File: src/rtl/uart_pkg.sv
// Shared UART types and constants for the telemetry path.
package uart_pkg;

  typedef enum logic [2:0] {
    IDLE,
    START,
    DATA,
    STOP,
    DONE
  } uart_tx_state_t;

  localparam logic [7:0] ASCII_COMMA = 8'h2C;
  localparam logic [7:0] ASCII_CR    = 8'h0D;
  localparam logic [7:0] ASCII_LF    = 8'h0A;

endpackage

File: src/rtl/uart_baud_counter.sv
// Free-running bit-period counter; tick marks the last cycle of each bit.
module uart_baud_counter #(
  parameter int CLKS_PER_BIT = 16
) (
  input  logic clk,
  input  logic reset,
  input  logic clear,
  output logic tick
);

  localparam int CW = (CLKS_PER_BIT > 2) ? $clog2(CLKS_PER_BIT) : 1;
  localparam logic [CW-1:0] TERM = CW'(CLKS_PER_BIT - 1);

  logic [CW-1:0] cnt_q, cnt_d;

  assign tick = (cnt_q == TERM);

  // Wraps on its own at terminal count so no mid-frame clear is needed.
  always_comb begin
    cnt_d = cnt_q + 1'b1;
    if (clear || tick) cnt_d = '0;
  end

  always_ff @(posedge clk) begin
    if (reset) cnt_q <= '0;
    else       cnt_q <= cnt_d;
  end

endmodule

File: src/rtl/uart_tx.sv
// 8N1 UART transmitter: one byte in flight, registered tx/busy/tx_done.
module uart_tx
  import uart_pkg::*;
#(
  parameter int CLK_FREQ_HZ = 100_000_000,
  parameter int BAUD_RATE   = 115_200
) (
  input  logic       clk,
  input  logic       reset,
  input  logic       start_tx,
  input  logic [7:0] din,
  output logic       tx,
  output logic       tx_done,
  output logic       busy
);

  localparam int CLKS_PER_BIT = CLK_FREQ_HZ / BAUD_RATE;

  if (CLKS_PER_BIT < 2) begin : g_cpb_check
    $error("uart_tx: CLKS_PER_BIT must be >= 2");
  end

  uart_tx_state_t state_q, state_d;
  logic [7:0]     shift_q, shift_d;
  logic [2:0]     bit_idx_q, bit_idx_d;
  logic           tx_q, tx_d;
  logic           busy_q, busy_d;
  logic           tx_done_q, tx_done_d;
  logic           baud_clear, baud_tick;

  // Counter sits at zero whenever a new frame may be accepted.
  assign baud_clear = (state_q == IDLE) || (state_q == DONE);

  uart_baud_counter #(.CLKS_PER_BIT(CLKS_PER_BIT)) u_baud (
    .clk   (clk),
    .reset (reset),
    .clear (baud_clear),
    .tick  (baud_tick)
  );

  always_comb begin
    state_d   = state_q;
    shift_d   = shift_q;
    bit_idx_d = bit_idx_q;
    tx_d      = tx_q;
    busy_d    = busy_q;
    tx_done_d = 1'b0;
    case (state_q)
      IDLE, DONE: begin
        state_d = IDLE;
        tx_d    = 1'b1;
        busy_d  = 1'b0;
        if (start_tx) begin
          state_d = START;
          shift_d = din;
          tx_d    = 1'b0;
          busy_d  = 1'b1;
        end
      end
      START: if (baud_tick) begin
        state_d   = DATA;
        bit_idx_d = 3'd0;
        tx_d      = shift_q[0];
      end
      DATA: if (baud_tick) begin
        shift_d = shift_q >> 1;
        if (bit_idx_q == 3'd7) begin
          state_d = STOP;
          tx_d    = 1'b1;
        end else begin
          bit_idx_d = bit_idx_q + 3'd1;
          // tx is registered, so present the bit that shifts into position 0.
          tx_d      = shift_q[1];
        end
      end
      STOP: if (baud_tick) begin
        state_d   = DONE;
        tx_d      = 1'b1;
        busy_d    = 1'b0;
        tx_done_d = 1'b1;
      end
      default: state_d = IDLE;
    endcase
  end

  always_ff @(posedge clk) begin
    if (reset) begin
      state_q   <= IDLE;
      shift_q   <= '0;
      bit_idx_q <= '0;
      tx_q      <= 1'b1;
      busy_q    <= 1'b0;
      tx_done_q <= 1'b0;
    end else begin
      state_q   <= state_d;
      shift_q   <= shift_d;
      bit_idx_q <= bit_idx_d;
      tx_q      <= tx_d;
      busy_q    <= busy_d;
      tx_done_q <= tx_done_d;
    end
  end

  assign tx      = tx_q;
  assign busy    = busy_q;
  assign tx_done = tx_done_q;

endmodule

File: config.mk
export PLATFORM = sky130hd
export DESIGN_NAME = uart_tx
export DESIGN_NICKNAME = d
export VERILOG_FILES = /design/src/rtl/uart_pkg.sv /design/src/rtl/uart_baud_counter.sv /design/src/rtl/uart_tx.sv
export SDC_FILE = /design/constraint.sdc
export NUM_CORES = 1
export LEC_CHECK = 0
export ABC_AREA = 1
export BUFFER_PORTS_ARGS = -buffer_cell sky130_fd_sc_hd__buf_4
export CAP_MARGIN = 15
export CELL_PAD_IN_SITES_DETAIL_PLACEMENT = 1
export CELL_PAD_IN_SITES_GLOBAL_PLACEMENT = 2
export CORE_ASPECT_RATIO = 0.75
export CORE_UTILIZATION = 29
export DETAILED_ROUTE_END_ITERATION = 10
export HOLD_SLACK_MARGIN = 0.05
export PLACE_DENSITY = 0.76
export SYNTH_ARGS = -nofsm -noshare
export SYNTH_HDL_FRONTEND = slang
export SYNTH_SLANG_ARGS = --single-unit
File: constraint.sdc
create_clock -name clk -period 1.4 [get_ports clk]
set_input_delay 0.14 -clock clk [delete_from_list [all_inputs] [get_ports clk]]
set_output_delay 0.14 -clock clk [all_outputs]
set_load 0.01 [all_outputs]
==> results of run 1 <==
==> stage by stage <==
stage	instances	utilization (%)	area [um2]	setup TNS (ns)	setup slack, ns
after floorplan	189	-	1331	0	0.1276
after global placement	258	35.65	1508	0	0.04120
after detailed placement	258	35.65	1508	-0.09032	-0.02642
after CTS	262	36.92	1562	0	0.003729
after global routing	263	38.40	1624	-0.1911	-0.06864
final	263	38.40	1624	0	0.03168
==> worst max-delay path, cell delays in order, from the launching register on <==
cell and delay (ns):
dfxtp_2 0.36, ha_4 0.16, nand2_4 0.05, nor2_4 0.14, inv_2 0.06, nor2_4 0.21
nand2_4 0.09, o21ai_2 0.15, nor2_1 0.06
==> sequential cells by signal, summed over array words and instances, names as in the netlist <==
| signal | cells |
|---|---|
| tx_done | 1 |
| shift_q | 8 |
| bit_idx_q | 3 |
| state_q | 3 |
| busy | 1 |
| u_baud.cnt_q | 10 |
| tx | 1 |
==> how the worst max path moves through the flow <==
| stage | start | to | slack (ns) | depth (start not counted) |
|---|---|---|---|---|
| after floorplan | u_baud.cnt_q[0] | shift_q[0] | 0.13 | 8 |
| after global placement | u_baud.cnt_q[0] | shift_q[7] | 0.04 | 8 |
| after detailed placement | u_baud.cnt_q[0] | shift_q[5] | -0.03 | 8 |
| after CTS | u_baud.cnt_q[1] | shift_q[5] | 0.004 | 8 |
| after global routing | u_baud.cnt_q[1] | bit_idx_q[2] | -0.07 | 8 |
| final | u_baud.cnt_q[1] | bit_idx_q[2] | 0.03 | 8 |
==> layout by cell type (no fill, tap or decap), types with 4 or more instances in the layout <==
master and count:
nand2_1 54, dfxtp_2 4, nand2_2 4, nand2_4 6
nand3_1 17, inv_2 4, inv_1 13, nor2_2 4
buf_4 18, a21oi_1 13, nor2_1 18, dfxtp_1 23
==> where the power goes <==
group | internal [uW] | switching (uW)
sequential | 911 | 97.2
combinational | 395 | 736
clock | 204 | 238
total | 1510 | 1070
==> cell families after synthesis <==
group	after synthesis	share of synthesized area, %
simple gates	116	41.26
xor+xnor	2	1.316
buf+inv	22	6.860
flops	27	40.60
fa+ha+maj	3	2.820
compound gates	19	7.143
==> cell type report <==
type                    count  area [um2]  share of cell area [%]
well taps                  55       68.82                   4.237
multi-input cells         140       755.7                   46.53
flip-flops and latches     27       545.5                   33.59
clock buffers               4       45.04                   2.773
inverters                  19       73.82                   4.545
repair buffers             18       135.1                   8.321
==> layer usage <==
metal  part of all wire, %  global-route usage [%]  vias to the layer above
met3                   3.7                   3.609                        4
met2                    44                   25.76                       19
li1                      -                       -                      640
met1                    52                   19.54                      552
met5                     0                       0                        -
met4                  0.68                   3.827                        0
==> what timing repair did <==
item                                    CTS  global route
cloned                                    0             0
setup buffers                             0             1
pin swaps                                 1             9
gates resized for setup                   3            15
endpoints found under the setup margin    8            20
==> key figures, run 1 <==
Clock tree
  – Clk slew on worst S/H paths: around 0.09 ns
  – H-tree levels: 1
  – TritonCTS Buffers: 3
  – CTS Hold Bufs: 0
  – Clock latency on the worst-skew pair: around 0.27 ns
  – TritonCTS clock tree: yes
  – Clock sinks: 27
  – Clk root buf: clkbuf_8
  – Clk buf depth: 2

STA
  – Fin. Hold Viols: 0
  – Slew Limit Fails: 0
  – Slew HR: around four fifths
  – Worst-Margin Slew: between 0.2 and 0.3 ns
  – RSZ-0062 raised after global routing: yes
  – Maximum clock frequency: between 700 and 800 MHz
  – Tmin final: 1.368 ns
  – Worst Clk Skew: ~0.0038 ns
  – Final Setup Violations: 0
  – Tightest hold margin: 0.1367 ns
  – Final period util: a little over nine tenths

Die
  – Die H: between 60 and 70 um
  – Io pins: 14
  – Die area: approximately 0.005 mm2
  – Core area: 0.004229 mm2
  – Initial Utilization: a little under a third
  – # rows: 20
  – Die W: 80.24 um

Worst hold path
  – Worst hold stages: 2
  – HP Start: reset
  – Min-delay worst type: in -> reg
  – WHS Endpoint: bit_idx_q[1]

Final layout
  – NumNets Final: around 220
  – Share of cells above drive strength 1: 26.44%
  – Fillers: roughly 530
  – Layout area overhead: 21.99%
  – Number of diodes: 0

Synth
  – Sequential cell area fraction in the yosys report: roughly two fifths
  – Mean post-synth cell area: between 7 and 8 um2
  – Synth unique cells: 26
  – Synth top area share: 40.60%
  – Synth area leader: dfxtp_1
  – Cell Area, Synth: 0.001331 mm2
  – Synth Flop Type: dfxtp_1
  – Async SR Flop Fraction: 0%
  – Commonest cells in the netlist: 57 x nand2_1, 27 x dfxtp_1, 19 x nor2_1
  – Top cells by area, synth: dfxtp_1 41%, nand2_1 16%, nand3_1 6.4%
  – Seq cells post-synth: 27
  – Number of synthesized flops with an enable pin: 0
  – Syn Nets: 203
  – Post-Synthesis Cells: ~190
  – Yosys warning total: 0
  – Count leader, synth: nand2_1

Global routing
  – Total grt overflow: 0
  – GRT Total Usage: around 15%
  – Pin count of the biggest net entering global routing: 15
  – Initial antenna violation count: 0
  – First-pass GRT wire length: about 5600 um
  – Vias in the first global route: between 1000 and 1500

Critical path
  – CP endpoint kind: register
  – R2R setup slack: between 0.03 and 0.04 ns
  – Startpoint types: register
  – Reg-to-reg endpoint: bit_idx_q[2]
  – Reg2reg start: u_baud.cnt_q[1]
  – Setup CP Type: reg -> reg
  – Worst Path Arrival: 1.54 ns
  – CP Max Fanout: 5
  – R2R depth: 8
  – WP data required: ~1.6 ns

Placed design
  – Routability Congestion: 0.7517
  – Number of buffers added on ports: 13
  – Post-DP HPWL: about 2500 um

Drt
  – Routed WL: 3232 um
  – DRT antenna net count: 0
  – Vias per cell: approximately 4.6
  – Drt pass-1 iters: 4
  – Wire per inst: approximately 12 um
  – DR vias: 1215
  – Number of DRC markers in iteration 0: 35
  – DRC errors left: 0

Power
  – Final total power: 2581 uW
  – Leakage power: between 0.0006 and 0.0007 uW
  – PwrDens: roughly 1600 mW/mm2
  – Worst VDD drop: 674.8 uV

Flow run
  – Max Cap Viol: 0

Outcome
  – Status: completed
No activity file was read; power rests on OpenSTA's default activity.
==> inputs of run 2 (changes only) <==
--- a/config.mk
+++ b/config.mk
@@ -5,13 +5,12 @@
 export SDC_FILE = /design/constraint.sdc
 export NUM_CORES = 1
 export LEC_CHECK = 0
-export ABC_AREA = 1
 export BUFFER_PORTS_ARGS = -buffer_cell sky130_fd_sc_hd__buf_4
 export CAP_MARGIN = 15
 export CELL_PAD_IN_SITES_DETAIL_PLACEMENT = 1
 export CELL_PAD_IN_SITES_GLOBAL_PLACEMENT = 2
 export CORE_ASPECT_RATIO = 0.75
-export CORE_UTILIZATION = 29
+export CORE_UTILIZATION = 32
 export DETAILED_ROUTE_END_ITERATION = 10
 export HOLD_SLACK_MARGIN = 0.05
 export PLACE_DENSITY = 0.76
==> run 2 against run 1 <==
  * The flow now finishes with violations (negative setup slack)
  * Sequential share of layout area down 4.0 points
  * Wire length up 4.8%
  * Fmax down 20%
  * Die area down 11%
  * Flip-flop and latch count unchanged
  * Synthesized cell count down 25%
  * Clock power up 3%
  * Clock skew up 0.0046 ns
  * Cell count down 10%
  * Largest power group is now registers
==> key figures, run 2 <==
Critical path
  – Worst setup path startpoint: bit_idx_q[0]
  – Biggest cell delay along the critical path: 0.44 ns (+0.08 ns)
  – Reg2reg start: bit_idx_q[0]
  – Setup CP Type: reg -> reg
  – CP endpoint kind: register
  – Worst Path Arrival: 1.92 ns (+0.38 ns)
  – Critical-path top delay cell: or4_4
  – CP Max Fanout: 2 (-3)
  – Reg-to-reg endpoint: bit_idx_q[0]
  – CP dominant cell by count: ha_4
  – R2R depth: 6 (-2)
  – WP data required: 1.62 ns (+0.05 ns)
  – Startpoint types: register
  – Crit path capture: bit_idx_q[0]
  – R2R setup slack: -0.31 ns (-0.34 ns)
  – CP cell instances: ha_4 -> ha_4 -> nor4b_4 -> o2111ai_2 -> or4_4 -> a21oi_2

Clock tree
  – Clk root buf: clkbuf_8
  – Clock sinks: 27 (unchanged)
  – TritonCTS Buffers: 3 (unchanged)
  – TritonCTS clock tree: yes
  – Clock latency on the worst-skew pair: 0.28 ns (about the same)
  – Clk buf depth: 2 (unchanged)
  – Clk slew on worst S/H paths: 0.10 ns (about the same)
  – CTS Hold Bufs: 0 (unchanged)
  – H-tree levels: 1 (unchanged)

Synth
  – Number of synthesized flops with an enable pin: 0 (unchanged)
  – Commonest cells in the netlist: 27 x dfxtp_1, 18 x nor2_1, 12 x nor3_1
  – Sequential cell area fraction in the yosys report: 41.50% (+0.90 points)
  – Count leader, synth: dfxtp_1
  – Async SR Flop Fraction: 0% (unchanged)
  – Mean post-synth cell area: 9.238 um2 (+31%)
  – Cell Area, Synth: 0.001302 mm2 (-2.2%)
  – Post-Synthesis Cells: 141 (-25%)
  – Seq cells post-synth: 27 (unchanged)
  – Synth Flop Type: dfxtp_1
  – Synth area leader: dfxtp_1
  – Top cells by area, synth: dfxtp_1 41%, mux2i_1 6.1%, nor2_1 5.2%
  – Synth top area share: 41.50% (+0.90 points)
  – Syn Nets: 155 (-24%)
  – Synth unique cells: 33 (+27%)
  – Yosys warning total: 0 (unchanged)

Final layout
  – Share of cells above drive strength 1: 43.48% (+17 points)
  – Top flop regs: u_baud.cnt_q x10, shift_q x8
  – Most common cell after layout, fill and taps aside: buf_4
  – Number of diodes: 0 (unchanged)
  – Commonest cells after routing, fill and taps aside: 45 x buf_4, 21 x dfxtp_1, 15 x nor2_1, 9 x nand2_1, 9 x nor3_1
  – Max FFs per register: 10 (unchanged)
  – Post-Layout Cell Count: 236 (-10%)
  – Fin area: 0.001852 mm2 (+14%)
  – NumNets Final: 199 (-11%)
  – Reg with most FFs: u_baud.cnt_q
  – Layout area overhead: 42.17%

Drt
  – Vias per cell: 5.000 (+8.2%)
  – Routed WL: 3386 um (+4.8%)
  – Drt pass-1 iters: 4 (unchanged)
  – DRT antenna net count: 0 (unchanged)
  – DRC errors left: 0 (unchanged)
  – DR vias: 1180 (-2.9%)
  – Wire per inst: 14.35 um (+17%)
  – Number of DRC markers in iteration 0: 42 (+20%)

Global routing
  – Pin count of the biggest net entering global routing: 21 (+6)
  – Vias in the first global route: 1250 (+0.24%)
  – Initial antenna violation count: 0 (unchanged)
  – GRT Total Usage: 18.22% (+3.1 points)
  – First-pass GRT wire length: 5899 um (+5.9%)
  – Total grt overflow: 0 (unchanged)

Power
  – P_sw: 365.2 uW (-66%)
  – Flop pwr share: 56.2% (+17 points)
  – Clk network pwr share: 31.2% (+14 points)
  – Worst VDD drop: 542.4 uV (-20%)
  – Leakage power: 0.0006813 uW (+2.3%)
  – P_int: 1100 uW (-27%)
  – Comb power frac: 12.6% (-31 points)
  – Net Sw Frac: 24.92% (-17 points)
  – PwrDens: 791.3 mW/mm2 (-50%)

Outcome
  – Failing checks: negative setup slack
  – Status: finished, violations left

STA
  – Worst-Margin Slew: 0.3511 ns (+0.07136 ns)
  – Final period util: 122.0% (+24 points)
  – RSZ-0062 raised after global routing: yes
  – Tmin final: 1.708 ns (+0.3394 ns)
  – Fin. Hold Viols: 0 (unchanged)
  – Maximum clock frequency: 585.6 MHz (-20%)
  – Worst Clk Skew: 0.008356 ns (+0.004559 ns)
  – Slew HR: 76.59% (-4.7 points)
  – Slew Limit Fails: 0 (unchanged)
  – Final Setup Violations: 21 (+21)
  – Worst Slack Setup Final: -0.3077 ns (-0.3394 ns)
  – Tightest hold margin: 0.1202 ns (-0.01645 ns)

Worst hold path
  – Min-delay worst type: in -> reg

Placed design
  – Routability Congestion: 0.7567 (+0.67%)
  – Number of buffers added on ports: 13 (unchanged)
  – DP Cell Count: 229 (-11%)
  – Post-DP HPWL: 2507 um (about the same)
  – Area after DPL: 0.001658 mm2 (+10%)

Flow run
  – Max Cap Viol: 0 (unchanged)

Die
  – # rows: 19 (-5.0%)
  – Die area: 0.004332 mm2 (-11%)
  – Initial Utilization: 34.46% (+3.0 points)
  – Die W: 75.67 um (-5.7%)
  – Core area: 0.003780 mm2 (-11%)
  – Io pins: 14 (unchanged)
  – Die H: 57.25 um (-5.6%)
==> run 2: routing by layer <==
metal  part of all wire (%)  routed length, um  GRT usage, %
met5                      0                  0             0
met3                    2.2                 74         4.770
met2                     51               1717         29.97
met4                   0.30                 10         3.968
met1                     47               1584         23.99
==> run 2: area by class of cell <==
| class | count | area [um2] |
|---|---|---|
| Sequential cell | 27 | 548.0 |
| Fill cell | 436 | 1928 |
| Inverter | 3 | 11.26 |
| Clock buffer | 4 | 45.04 |
| Tap cell | 52 | 65.06 |
| Multi-Input combinational cell | 103 | 818.3 |
| Timing Repair Buffer | 47 | 364.1 |
==> run 2: timing repair <==
action | in CTS | in global routing
pin swaps | 6 | 4
resized for setup | 16 | 14
buffers inserted | 3 | 3
endpoints found under the setup margin | 25 | 26
==> run 2: cells by family after synthesis <==
| family | after synthesis | share of synthesized area, % |
|---|---|---|
| flip-flops | 27 | 41.50 |
| buffers and inverters | 11 | 5.091 |
| multiplexers | 8 | 6.148 |
| AO/OA/AOI/OAI | 22 | 12.30 |
| AND/OR/NAND/NOR | 61 | 26.03 |
| XOR/XNOR | 9 | 6.052 |
| adder cells (fa/ha/maj) | 3 | 2.882 |
==> run 2: worst min path at each step <==
stage | startpoint | endpoint | slack [ns] | depth (start not counted)
2_1_floorplan | din[7] | shift_q[7] | 0.28 | 2
3_3_place_gp | din[7] | shift_q[7] | 0.40 | 3
3_5_place_dp | din[7] | shift_q[7] | 0.41 | 3
4_1_cts | din[7] | shift_q[7] | 0.11 | 3
5_1_grt | din[7] | shift_q[7] | 0.12 | 3
6_report | din[7] | shift_q[7] | 0.12 | 3
==> run 2: power by group through the flow <==
stage	registers (uW)	clock network (uW)	logic, uW
global placement	835	0	159
CTS	820	474	177
detailed placement	837	0	169
floorplan	832	0	95.5
finish	823	457	185
global route	827	514	205
==> run 2: critical path, delay by kind of cell (launching register included) <==
kind / cells / cell delay, ns
AO/OA/AOI/OAI: 2 / 0.29
adder cells (fa/ha/maj): 2 / 0.32
flip-flops: 1 / 0.35
AND/OR/NAND/NOR: 2 / 0.69
==> run 2: through the flow <==
step           TNS (ns)  utilization (%)  setup WS, ns  power [uW]
6_report         -2.649            48.99       -0.3077        1465
5_1_grt          -4.473            48.99       -0.3891        1546
4_1_cts          -3.323            47.17       -0.3390        1470
3_5_place_dp     -3.287            43.86       -0.4385        1006
3_3_place_gp     -2.057            43.86       -0.3059       994.7
2_1_floorplan    -1.971                -       -0.3305       927.4
